## src/rtl/pong_pkg.sv

```systemverilog
// Shared encodings for the pong match controller: output codes, internal FSM states, screen size.
package pong_pkg;

    localparam int H_ACTIVE = 640;
    localparam int V_ACTIVE = 480;

    typedef enum logic [1:0] {
        GS_IDLE = 2'b00,
        GS_PLAY = 2'b01,
        GS_HOLD = 2'b10,
        GS_OVER = 2'b11
    } game_state_e;

    typedef enum logic [1:0] {
        WIN_NONE = 2'b00,
        WIN_P1   = 2'b01,
        WIN_P2   = 2'b10
    } winner_e;

    typedef enum logic [2:0] {
        ST_IDLE,
        ST_SERVE,
        ST_PLAY,
        ST_PAUSE,
        ST_OVER
    } ctrl_state_e;

    // SERVE and PAUSE are indistinguishable to the ball block; both freeze the ball.
    function automatic game_state_e state_to_gs(input ctrl_state_e s);
        case (s)
            ST_IDLE:  return GS_IDLE;
            ST_PLAY:  return GS_PLAY;
            ST_SERVE: return GS_HOLD;
            ST_PAUSE: return GS_HOLD;
            ST_OVER:  return GS_OVER;
            default:  return GS_IDLE;
        endcase
    endfunction

endpackage

```

## src/rtl/pong_game_ctrl_if.sv

```systemverilog
// Match-controller signal bundle: buttons and scores in, game status out.
interface pong_game_ctrl_if;
    logic        btn_start;
    logic        btn_pause;
    logic [3:0]  p1_score;
    logic [3:0]  p2_score;
    logic [1:0]  game_state;
    logic [1:0]  winner;
    logic        game_rst_n;
    logic [11:0] serve_cnt;

    modport master (
        output btn_start, btn_pause, p1_score, p2_score,
        input  game_state, winner, game_rst_n, serve_cnt
    );

    modport slave (
        input  btn_start, btn_pause, p1_score, p2_score,
        output game_state, winner, game_rst_n, serve_cnt
    );
endinterface

```

## src/rtl/pong_btn_cond.sv

```systemverilog
// Button conditioner: 2-flop synchroniser, level qualifier, registered rising-edge press pulse.
// BTN_DEBOUNCE_EN turns the qualifier into a DEBOUNCE_MS-sample debounce filter.
module pong_btn_cond #(
    parameter int unsigned DEBOUNCE_MS = 20
) (
    input  logic clk_1ms,
    input  logic reset,
    input  logic btn_i,
    output logic press_o
);
    logic sync1_q, sync2_q;
    logic level_q, level_d;
    logic press_q;

`ifdef BTN_DEBOUNCE_EN
    localparam int CNT_W = $clog2(DEBOUNCE_MS + 1);
    logic [CNT_W-1:0] cnt_q, cnt_d;

    // Level flips only once DEBOUNCE_MS consecutive samples disagree with it.
    always_comb begin
        level_d = level_q;
        cnt_d   = '0;
        if (sync2_q != level_q) begin
            if (cnt_q == CNT_W'(DEBOUNCE_MS - 1)) begin
                level_d = sync2_q;
            end else begin
                cnt_d = cnt_q + CNT_W'(1);
            end
        end
    end

    always_ff @(posedge clk_1ms) begin
        if (!reset) begin
            cnt_q <= '0;
        end else begin
            cnt_q <= cnt_d;
        end
    end
`else
    assign level_d = sync2_q;
`endif

    always_ff @(posedge clk_1ms) begin
        if (!reset) begin
            sync1_q <= 1'b0;
            sync2_q <= 1'b0;
            level_q <= 1'b0;
            press_q <= 1'b0;
        end else begin
            sync1_q <= btn_i;
            sync2_q <= sync1_q;
            level_q <= level_d;
            press_q <= level_d & ~level_q;
        end
    end

    assign press_o = press_q;
endmodule

```

## src/rtl/pong_game_ctrl.sv

```systemverilog
// Pong match controller: serve countdown, pause, score tracking and match-over detection.
// Optional button debouncing is enabled with BTN_DEBOUNCE_EN.
module pong_game_ctrl
    import pong_pkg::*;
#(
    parameter logic [3:0]  WIN_SCORE   = 4'd7,
    parameter int unsigned SERVE_MS    = 1000,
    parameter int unsigned DEBOUNCE_MS = 20
) (
    input  logic           clk_1ms,
    input  logic           reset,
    pong_game_ctrl_if.slave ctrl_if
);
    localparam logic [11:0] SERVE_LOAD = 12'(SERVE_MS);

    logic start_press, pause_press;

    ctrl_state_e state_q, state_d;
    game_state_e game_state_q;
    winner_e     winner_q, winner_d;
    logic [11:0] serve_cnt_q, serve_cnt_d;
    logic        game_rst_n_q, game_rst_n_d;
    logic [3:0]  p1_shadow_q, p1_shadow_d;
    logic [3:0]  p2_shadow_q, p2_shadow_d;
    logic        score_event;

    pong_btn_cond #(.DEBOUNCE_MS(DEBOUNCE_MS)) u_btn_start (
        .clk_1ms (clk_1ms),
        .reset   (reset),
        .btn_i   (ctrl_if.btn_start),
        .press_o (start_press)
    );

    pong_btn_cond #(.DEBOUNCE_MS(DEBOUNCE_MS)) u_btn_pause (
        .clk_1ms (clk_1ms),
        .reset   (reset),
        .btn_i   (ctrl_if.btn_pause),
        .press_o (pause_press)
    );

    assign score_event = (ctrl_if.p1_score != p1_shadow_q) ||
                         (ctrl_if.p2_score != p2_shadow_q);

    // Shadows follow the scores in every state so changes outside PLAY are absorbed.
    always_comb begin
        state_d      = state_q;
        serve_cnt_d  = serve_cnt_q;
        winner_d     = winner_q;
        game_rst_n_d = 1'b1;
        p1_shadow_d  = ctrl_if.p1_score;
        p2_shadow_d  = ctrl_if.p2_score;
        case (state_q)
            ST_IDLE: begin
                if (start_press) begin
                    state_d     = ST_SERVE;
                    serve_cnt_d = SERVE_LOAD;
                end
            end
            ST_SERVE: begin
                if (serve_cnt_q == 12'd1) begin
                    state_d     = ST_PLAY;
                    serve_cnt_d = '0;
                end else begin
                    serve_cnt_d = serve_cnt_q - 12'd1;
                end
            end
            ST_PLAY: begin
                if (score_event) begin
                    if (ctrl_if.p1_score >= WIN_SCORE) begin
                        state_d  = ST_OVER;
                        winner_d = WIN_P1;
                    end else if (ctrl_if.p2_score >= WIN_SCORE) begin
                        state_d  = ST_OVER;
                        winner_d = WIN_P2;
                    end else begin
                        state_d     = ST_SERVE;
                        serve_cnt_d = SERVE_LOAD;
                    end
                end else if (pause_press) begin
                    state_d = ST_PAUSE;
                end
            end
            ST_PAUSE: begin
                if (pause_press) begin
                    state_d = ST_PLAY;
                end
            end
            ST_OVER: begin
                // Rematch: the ball block is cleared, so its scores restart from zero.
                if (start_press) begin
                    game_rst_n_d = 1'b0;
                    p1_shadow_d  = '0;
                    p2_shadow_d  = '0;
                    winner_d     = WIN_NONE;
                    state_d      = ST_SERVE;
                    serve_cnt_d  = SERVE_LOAD;
                end
            end
            default: begin
                state_d = ST_IDLE;
            end
        endcase
    end

    always_ff @(posedge clk_1ms) begin
        if (!reset) begin
            state_q      <= ST_IDLE;
            game_state_q <= GS_IDLE;
            winner_q     <= WIN_NONE;
            serve_cnt_q  <= '0;
            game_rst_n_q <= 1'b1;
            p1_shadow_q  <= '0;
            p2_shadow_q  <= '0;
        end else begin
            state_q      <= state_d;
            game_state_q <= state_to_gs(state_d);
            winner_q     <= winner_d;
            serve_cnt_q  <= serve_cnt_d;
            game_rst_n_q <= game_rst_n_d;
            p1_shadow_q  <= p1_shadow_d;
            p2_shadow_q  <= p2_shadow_d;
        end
    end

    assign ctrl_if.game_state = game_state_q;
    assign ctrl_if.winner     = winner_q;
    assign ctrl_if.serve_cnt  = serve_cnt_q;
    assign ctrl_if.game_rst_n = game_rst_n_q;
endmodule

```

## src/flat_wrapper.sv

```systemverilog
// flat-port wrapper written by rule: the top's interface ports become plain ports
module pong_game_ctrl_flat import pong_pkg::*;
#(
    parameter logic [3:0]  WIN_SCORE   = 4'd7,
    parameter int unsigned SERVE_MS    = 1000,
    parameter int unsigned DEBOUNCE_MS = 20
)
  (clk_1ms, reset, ctrl_if_btn_start, ctrl_if_btn_pause, ctrl_if_p1_score, ctrl_if_p2_score, ctrl_if_game_state, ctrl_if_winner, ctrl_if_game_rst_n, ctrl_if_serve_cnt);
  pong_game_ctrl_if ctrl_if_i ();
  input  logic clk_1ms;
  input  logic reset;
  input wire logic [$bits(ctrl_if_i.btn_start)-1:0] ctrl_if_btn_start;
  input wire logic [$bits(ctrl_if_i.btn_pause)-1:0] ctrl_if_btn_pause;
  input wire logic [$bits(ctrl_if_i.p1_score)-1:0] ctrl_if_p1_score;
  input wire logic [$bits(ctrl_if_i.p2_score)-1:0] ctrl_if_p2_score;
  output wire logic [$bits(ctrl_if_i.game_state)-1:0] ctrl_if_game_state;
  output wire logic [$bits(ctrl_if_i.winner)-1:0] ctrl_if_winner;
  output wire logic [$bits(ctrl_if_i.game_rst_n)-1:0] ctrl_if_game_rst_n;
  output wire logic [$bits(ctrl_if_i.serve_cnt)-1:0] ctrl_if_serve_cnt;
  assign ctrl_if_i.btn_start = ctrl_if_btn_start;
  assign ctrl_if_i.btn_pause = ctrl_if_btn_pause;
  assign ctrl_if_i.p1_score = ctrl_if_p1_score;
  assign ctrl_if_i.p2_score = ctrl_if_p2_score;
  assign ctrl_if_game_state = ctrl_if_i.game_state;
  assign ctrl_if_winner = ctrl_if_i.winner;
  assign ctrl_if_game_rst_n = ctrl_if_i.game_rst_n;
  assign ctrl_if_serve_cnt = ctrl_if_i.serve_cnt;
  pong_game_ctrl #(.WIN_SCORE(WIN_SCORE), .SERVE_MS(SERVE_MS), .DEBOUNCE_MS(DEBOUNCE_MS)) u_core (.clk_1ms(clk_1ms), .reset(reset), .ctrl_if(ctrl_if_i));
endmodule
```

## config.mk

```make
export PLATFORM = sky130hd
export DESIGN_NAME = pong_game_ctrl_flat
export DESIGN_NICKNAME = d
export VERILOG_FILES = /design/src/rtl/pong_pkg.sv /design/src/rtl/pong_game_ctrl_if.sv /design/src/rtl/pong_btn_cond.sv /design/src/rtl/pong_game_ctrl.sv /design/src/flat_wrapper.sv
export SDC_FILE = /design/constraint.sdc
export NUM_CORES = 1
export LEC_CHECK = 0
export ABC_AREA = 1
export ABC_CLOCK_PERIOD_IN_PS = 1500
export BUFFER_PORTS_ARGS = -buffer_cell sky130_fd_sc_hd__buf_4
export CORE_MARGIN = 2
export CORE_UTILIZATION = 40
export CTS_CLUSTER_DIAMETER = 150
export CTS_CLUSTER_SIZE = 20
export DETAILED_ROUTE_END_ITERATION = 12
export PLACE_DENSITY = 0.6
export RECOVER_POWER = 100
export SYNTH_ARGS = -nofsm -noshare
export SYNTH_HDL_FRONTEND = slang
export SYNTH_HIERARCHICAL = 1
export SYNTH_SLANG_ARGS = --single-unit
```

## constraint.sdc

```tcl
create_clock -name clk_1ms -period 1.5 [get_ports clk_1ms]
set_input_delay 0.3 -clock clk_1ms [delete_from_list [all_inputs] [get_ports clk_1ms]]
set_output_delay 0.3 -clock clk_1ms [all_outputs]
set_load 0.1 [all_outputs]
```

==> results of run 1 <==
==> power groups by stage <==
stage                     logic (mW)  registers, mW  clock network [mW]
after floorplan                0.275           1.20                   0
after global placement         0.575           1.05                   0
after detailed placement       0.579           1.05                   0
after CTS                      0.581           1.03               0.732
after global routing           0.673           1.03               0.776
final                          0.614           1.03               0.698
==> worst paths after layout <==
kind                                                 start                      endpoint  cells past startpoint
worst max-delay path                     u_core/state_q[2]  u_core/ctrl_if.serve_cnt[10]                      8
worst min register to register  u_core/u_btn_start/level_q    u_core/u_btn_start/press_o                      1
worst min-delay path                     ctrl_if_btn_pause    u_core/u_btn_pause/sync1_q                      3
worst max register to register           u_core/state_q[2]  u_core/ctrl_if.serve_cnt[10]                      8
==> worst max-delay path, delay by kind of cell (launching register included) <==
kind / cells / cell delay (ns)
AO/OA/AOI/OAI: 2 / 0.38
flip-flops: 1 / 0.37
AND/OR/NAND/NOR: 3 / 0.33
buffers and inverters: 3 / 0.29
==> per-layer routing <==
metal	wire length (um)	global-route usage	vias to the layer above
met3	184	0.0389	2
met2	1660	0.244	32
met4	29	0.0566	0
li1	-	-	936
met5	0	0	-
met1	2060	0.241	754
==> layout make-up <==
class	count	area, um2
fill	463	2090
multi-input combinational	184	937
sequential	36	742
timing repair buffer	39	270
inverter	57	214
clock buffer	5	68.8
tap	52	65.1
clock inverter	3	22.5
==> repair_timing <==
action                                  4_1_cts  5_1_grt
endpoints found under the setup margin        0       11
gates resized for setup                       0       16
buffers inserted                              0        2
==> cells by family (layout without fill, tap and decap cells) <==
logic type,after synthesis,count (layout),share of synthesized area
XOR/XNOR,5,5,0.0237
flip-flops,36,36,0.391
AND/OR/NAND/NOR,160,160,0.391
adder cells (fa/ha/maj),2,2,0.0136
buffers and inverters,60,104,0.128
AO/OA/AOI/OAI,17,17,0.0529
==> flip-flops by register name, summed over array words and instances, names as in the netlist <==
name,cells
u_core/p1_shadow_q,4
u_core/u_btn_start/level_q,1
u_core/ctrl_if.game_state,2
u_core/u_btn_pause/level_q,1
u_core/ctrl_if.game_rst_n,1
u_core/ctrl_if.winner,2
u_core/u_btn_pause/level_d,1
u_core/ctrl_if.serve_cnt,12
u_core/u_btn_start/press_o,1
u_core/u_btn_pause/press_o,1
u_core/p2_shadow_q,4
u_core/u_btn_start/sync1_q,1
u_core/state_q,3
u_core/u_btn_pause/sync1_q,1
u_core/u_btn_start/level_d,1
==> layout by cell type, fill, tap and decap left out, drive strengths merged <==
cell type / n
a21oi: 11
buf: 34
clkbuf: 10
clkinv: 1
clkinvlp: 1
dfxtp: 36
ha: 2
inv: 58
nand2: 89
nand3: 32
nand4: 4
nor2: 34
nor3: 1
o211ai: 1
o21ai: 4
o21bai: 1
xnor2: 3
xor2: 2
==> results.cfg, run 1 <==
[outcome]
status = finished, final reports clean

[synthesis]
synth_edf_count = 0
ys.flop_type = dfxtp_1
synth_area_leaders = dfxtp_1 (39%), nand2_1 (17%), inv_1 (11%)
syn_area_um2 = 1850
syn_nets = 294
synth_commonest_cells = nand2_1 (84), inv_1 (56), dfxtp_1 (36)
ys_warn_count = 6
synth_top_area_frac = 0.391
ys_types = 26
syn_inst = 280
yosys_register_bits = 36
synth_area_per_cell_um2 = 6.59
async_reset_ff_frac = 0
synth.most_common_cell = nand2_1
yosysTopAreaCell = dfxtp_1
seq_area_frac_synth = 0.391

[critical_path]
slowest_stage = dfxtp_1
cp.required_ns = 1.72
max_stage_delay_ns = 0.37
cp_common_cell = inv_1
crit_chain = inv_1, nand3_4, inv_1, nor2_1, inv_1, a21oi_1, o21ai_4, nor2_1
critPathMaxFanout = 5
arrival_ns = 1.65
critPathKind = reg -> reg
ff2ff_setup_slack_ns = 0.07
end_kind = register
crit_path_start_kind = register

[die]
core_area_um2 = 4410
die-area_um2 = 5170
die_h_um = 71.9
pin_count = 29
fp-row-count = 24
die_w_um = 71.9
initial_core_util = 0.418

[clock_network]
cts_buffers = 5
cts.hold.buffers_added = 0
cts.sinks = 36
htreeDepth = 2
cts_tree = built
clockRootBuffer = clkbuf_8
clk_pin_slew_worst_paths_ns = 0.08
clock_path_buffers = 2
clock_latency_ns = 0.29

[timing]
tns_ns = 0
finalHoldViolCount = 0
setup_violations = 0
tightest_slew_ns = 0.537
finalClockSkew_ns = 0.00646
finalWorstSetupSlack_ns = 0.0695
hold_slack_ns = 0.194
rsz0062_at_grt = true
period_minus_slack_ns = 1.43
drv_slew = 0
fmax_mhz = 699
slew_headroom = 0.643
timing.final.crit_share = 0.954

[cells_and_area]
stdcell_count = 376
post-route-util = 0.526
fin_nets = 337
num_antenna_cells = 0
stdcell_area_um2 = 2320
area_growth_pct = 25.7
drive_above_1_share = 0.269

[pwr]
p_seq_frac = 0.439
sw_frac_of_total = 0.346
cellPowerDensity_nw_per_um2 = 1010
p_comb_frac = 0.262
p_total_mw = 2.34
power.share.clock = 0.298
p_int_mw = 1.53
p_switching_uw = 810
p_leak_nw = 1.30
ir_drop_mv = 0.587

[route]
firstDrtPassIters = 4
drt_iter0_markers = 87
wl_um = 3930
dr_total_vias = 1724
viasPerCell = 4.59
ant_nets = 0
drc_errors = 0
wl_per_cell_um = 10.5

[job]
cap_viol_max_count = 0

[placed_design]
portBuffers = 28
post-place-ws_ns = -0.00724
placed_area_um2 = 2190
place.gp.congestion = 0.884
hpwl_um = 2990
placed_cells = 366

[global_route]
overflow = 0
grt_pass1_wl_um = 6820
grt_pass1_vias = 1540
grt_start_max_net_pins = 17
antenna_found_initial = 0
grt_use_total = 0.167

[hold_path]
hold_path.class = in -> reg
Note: power is estimated with default switching activity, not from simulation.
==> run 2: changes to the inputs <==
--- a/config.mk
+++ b/config.mk
@@ -10,6 +10,7 @@
 export BUFFER_PORTS_ARGS = -buffer_cell sky130_fd_sc_hd__buf_4
 export CORE_MARGIN = 2
 export CORE_UTILIZATION = 40
+export CTS_BUF_LIST = sky130_fd_sc_hd__clkbuf_8
 export CTS_CLUSTER_DIAMETER = 150
 export CTS_CLUSTER_SIZE = 20
 export DETAILED_ROUTE_END_ITERATION = 12
@@ -19,3 +20,4 @@
 export SYNTH_HDL_FRONTEND = slang
 export SYNTH_HIERARCHICAL = 1
 export SYNTH_SLANG_ARGS = --single-unit
+export TNS_END_PERCENT = 5
==> run 2 against run 1 <==
Effect of this change: highest routed layer unchanged; count of clock-buffer cells in the layout is the same; clock power is essentially flat; clock skew is essentially flat; largest power group unchanged; critical path depth grew 2; via count shrank 0.46%; hold slack is essentially flat; total power shrank 0.26%.
==> results.cfg, run 2 (synthesis gave the netlist of run 1 again) <==
[outcome]
status = finished, final reports clean

[clock_network]
clock_latency_ns = 0.29
cts_tree = built
cts_buffers = 5
clock_path_buffers = 2
clk_pin_slew_worst_paths_ns = 0.08
clockRootBuffer = clkbuf_8
cts.sinks = 36
htreeDepth = 2

[cells_and_area]
fillers = 468
multiInputGateArea_um2 = 922
stdcell_area_um2 = 2300
mostFrequentLayoutCells = nand2_1 (83), inv_1 (55), nand3_1 (29)
num_antenna_cells = 0
drive_above_1_share = 0.260
largest_reg_flops = 12
regArea_um2 = 742
area_growth_pct = 24.5
fin_nets = 336
layout_commonest_cell = nand2_1

[job]
cap_viol_max_count = 0

[pwr]
power.share.clock = 0.299
p_comb_frac = 0.260
p_leak_nw = 1.30
cellPowerDensity_nw_per_um2 = 1020
ir_drop_mv = 0.585
p_int_mw = 1.53
p_switching_uw = 806
sw_frac_of_total = 0.346
p_seq_frac = 0.440

[timing]
finalHoldViolCount = 0
finalClockSkew_ns = 0.00604
finalWorstSetupSlack_ns = 0.0821
rsz0062_at_grt = true
period_minus_slack_ns = 1.42
slew_headroom = 0.643
drv_slew = 0
tightest_slew_ns = 0.537
fmax_mhz = 705
tns_ns = 0
setup_violations = 0
timing.final.crit_share = 0.945

[global_route]
grt_pass1_vias = 1540
overflow = 0
grt_start_max_net_pins = 17
grt_use_total = 0.167
grt_pass1_wl_um = 6820
antenna_found_initial = 0

[route]
drt_iter0_markers = 91
met2_length_um = 1630
met1_length_um = 2090
drc_errors = 0
firstDrtPassIters = 4
dr_wl_met3_um = 151
dr_total_vias = 1716
wl_um = 3900
ant_nets = 0
viasPerCell = 4.58
wl_per_cell_um = 10.4
top_layer = met4

[placed_design]
place.gp.congestion = 0.884
hpwl_um = 2990
placed_area_um2 = 2190
post-place-ws_ns = -0.00724
portBuffers = 28

[critical_path]
critPathMaxFanout = 4
critPathKind = reg -> reg
crit_path_start_kind = register
arrival_ns = 1.64
r2r-end = u_core/ctrl_if.serve_cnt[10]
reg2reg_from = u_core/ctrl_if.serve_cnt[0]
end_kind = register
cp.required_ns = 1.72
ff2ff_setup_slack_ns = 0.08
rr_worst_depth = 10

[die]
die_h_um = 71.9
die_w_um = 71.9
fp-row-count = 24
core_area_um2 = 4410
pin_count = 29
initial_core_util = 0.418
die-area_um2 = 5170

[hold_path]
hold_path.class = in -> reg
min-delay-start = ctrl_if_btn_pause
hold_depth = 3
holdPathEnd = u_core/u_btn_pause/sync1_q
run 2: what timing repair did:
action,CTS,global route
endpoints found under the setup margin,0,11
setup buffers,0,1
endpoints found under the hold margin,0,0
hold buffers,0,0
gates resized for setup,0,13
run 2: routing by layer:
| layer | vias up | global-route usage |
|---|---|---|
| met2 | 29 | 0.244 |
| met4 | 0 | 0.0566 |
| li1 | 934 | - |
| met5 | - | 0 |
| met3 | 2 | 0.0389 |
| met1 | 751 | 0.241 |
run 2: how the worst max path moves through the flow:
| stage | from | endpoint | slack (ns) | cells after the start |
|---|---|---|---|---|
| 6_report | u_core/ctrl_if.serve_cnt[0] | u_core/ctrl_if.serve_cnt[10] | 0.08 | 10 |
| 5_1_grt | u_core/ctrl_if.serve_cnt[1] | u_core/ctrl_if.serve_cnt[7] | -0.02 | 7 |
| 4_1_cts | u_core/ctrl_if.serve_cnt[1] | u_core/ctrl_if.serve_cnt[10] | 0.02 | 10 |
| 3_5_place_dp | ctrl_if_p2_score[3] | u_core/ctrl_if.serve_cnt[0] | -0.007 | 12 |
| 3_3_place_gp | ctrl_if_p2_score[3] | u_core/ctrl_if.serve_cnt[1] | 0.01 | 12 |
| 2_1_floorplan | u_core/ctrl_if.serve_cnt[0] | u_core/ctrl_if.serve_cnt[10] | -0.06 | 9 |
run 2: critical path, cell delays in order, from the launching register on:
cell	delay (ns)
dfxtp_4	0.36
inv_1	0.07
ha_2	0.19
nand2_2	0.09
nor2_4	0.13
nand2_2	0.06
nor2_2	0.15
nand3_1	0.09
nand2_1	0.06
nand2_1	0.07
nor2_1	0.09
run 2: cell type report:
| cell class | instances | area share |
|---|---|---|
| Multi-Input combinational cell | 184 | 0.401 |
| Sequential cell | 36 | 0.323 |
| Timing Repair Buffer | 38 | 0.114 |
| Inverter | 57 | 0.0931 |
| Clock buffer | 5 | 0.0300 |
| Tap cell | 52 | 0.0283 |
| Clock inverter | 3 | 0.00980 |
run 2: metrics by stage:
step                      std cells   util  total power, mW  hold WS (ns)
after global routing            375  0.520             2.47         0.209
after CTS                       374  0.516             2.34         0.182
after detailed placement        366  0.495             1.63         0.391
final                           375  0.520             2.33         0.194
after global placement          366  0.495             1.62         0.388
after floorplan                 280      -             1.47         0.384
run 2: power by group through the flow:
stage               sequential, mW  combinational [mW]  clock, mW
detailed placement            1.05               0.579          0
global placement              1.05               0.575          0
finish                        1.03               0.607      0.698
CTS                           1.03               0.581      0.732
global route                  1.03               0.664      0.776
floorplan                     1.20               0.275          0
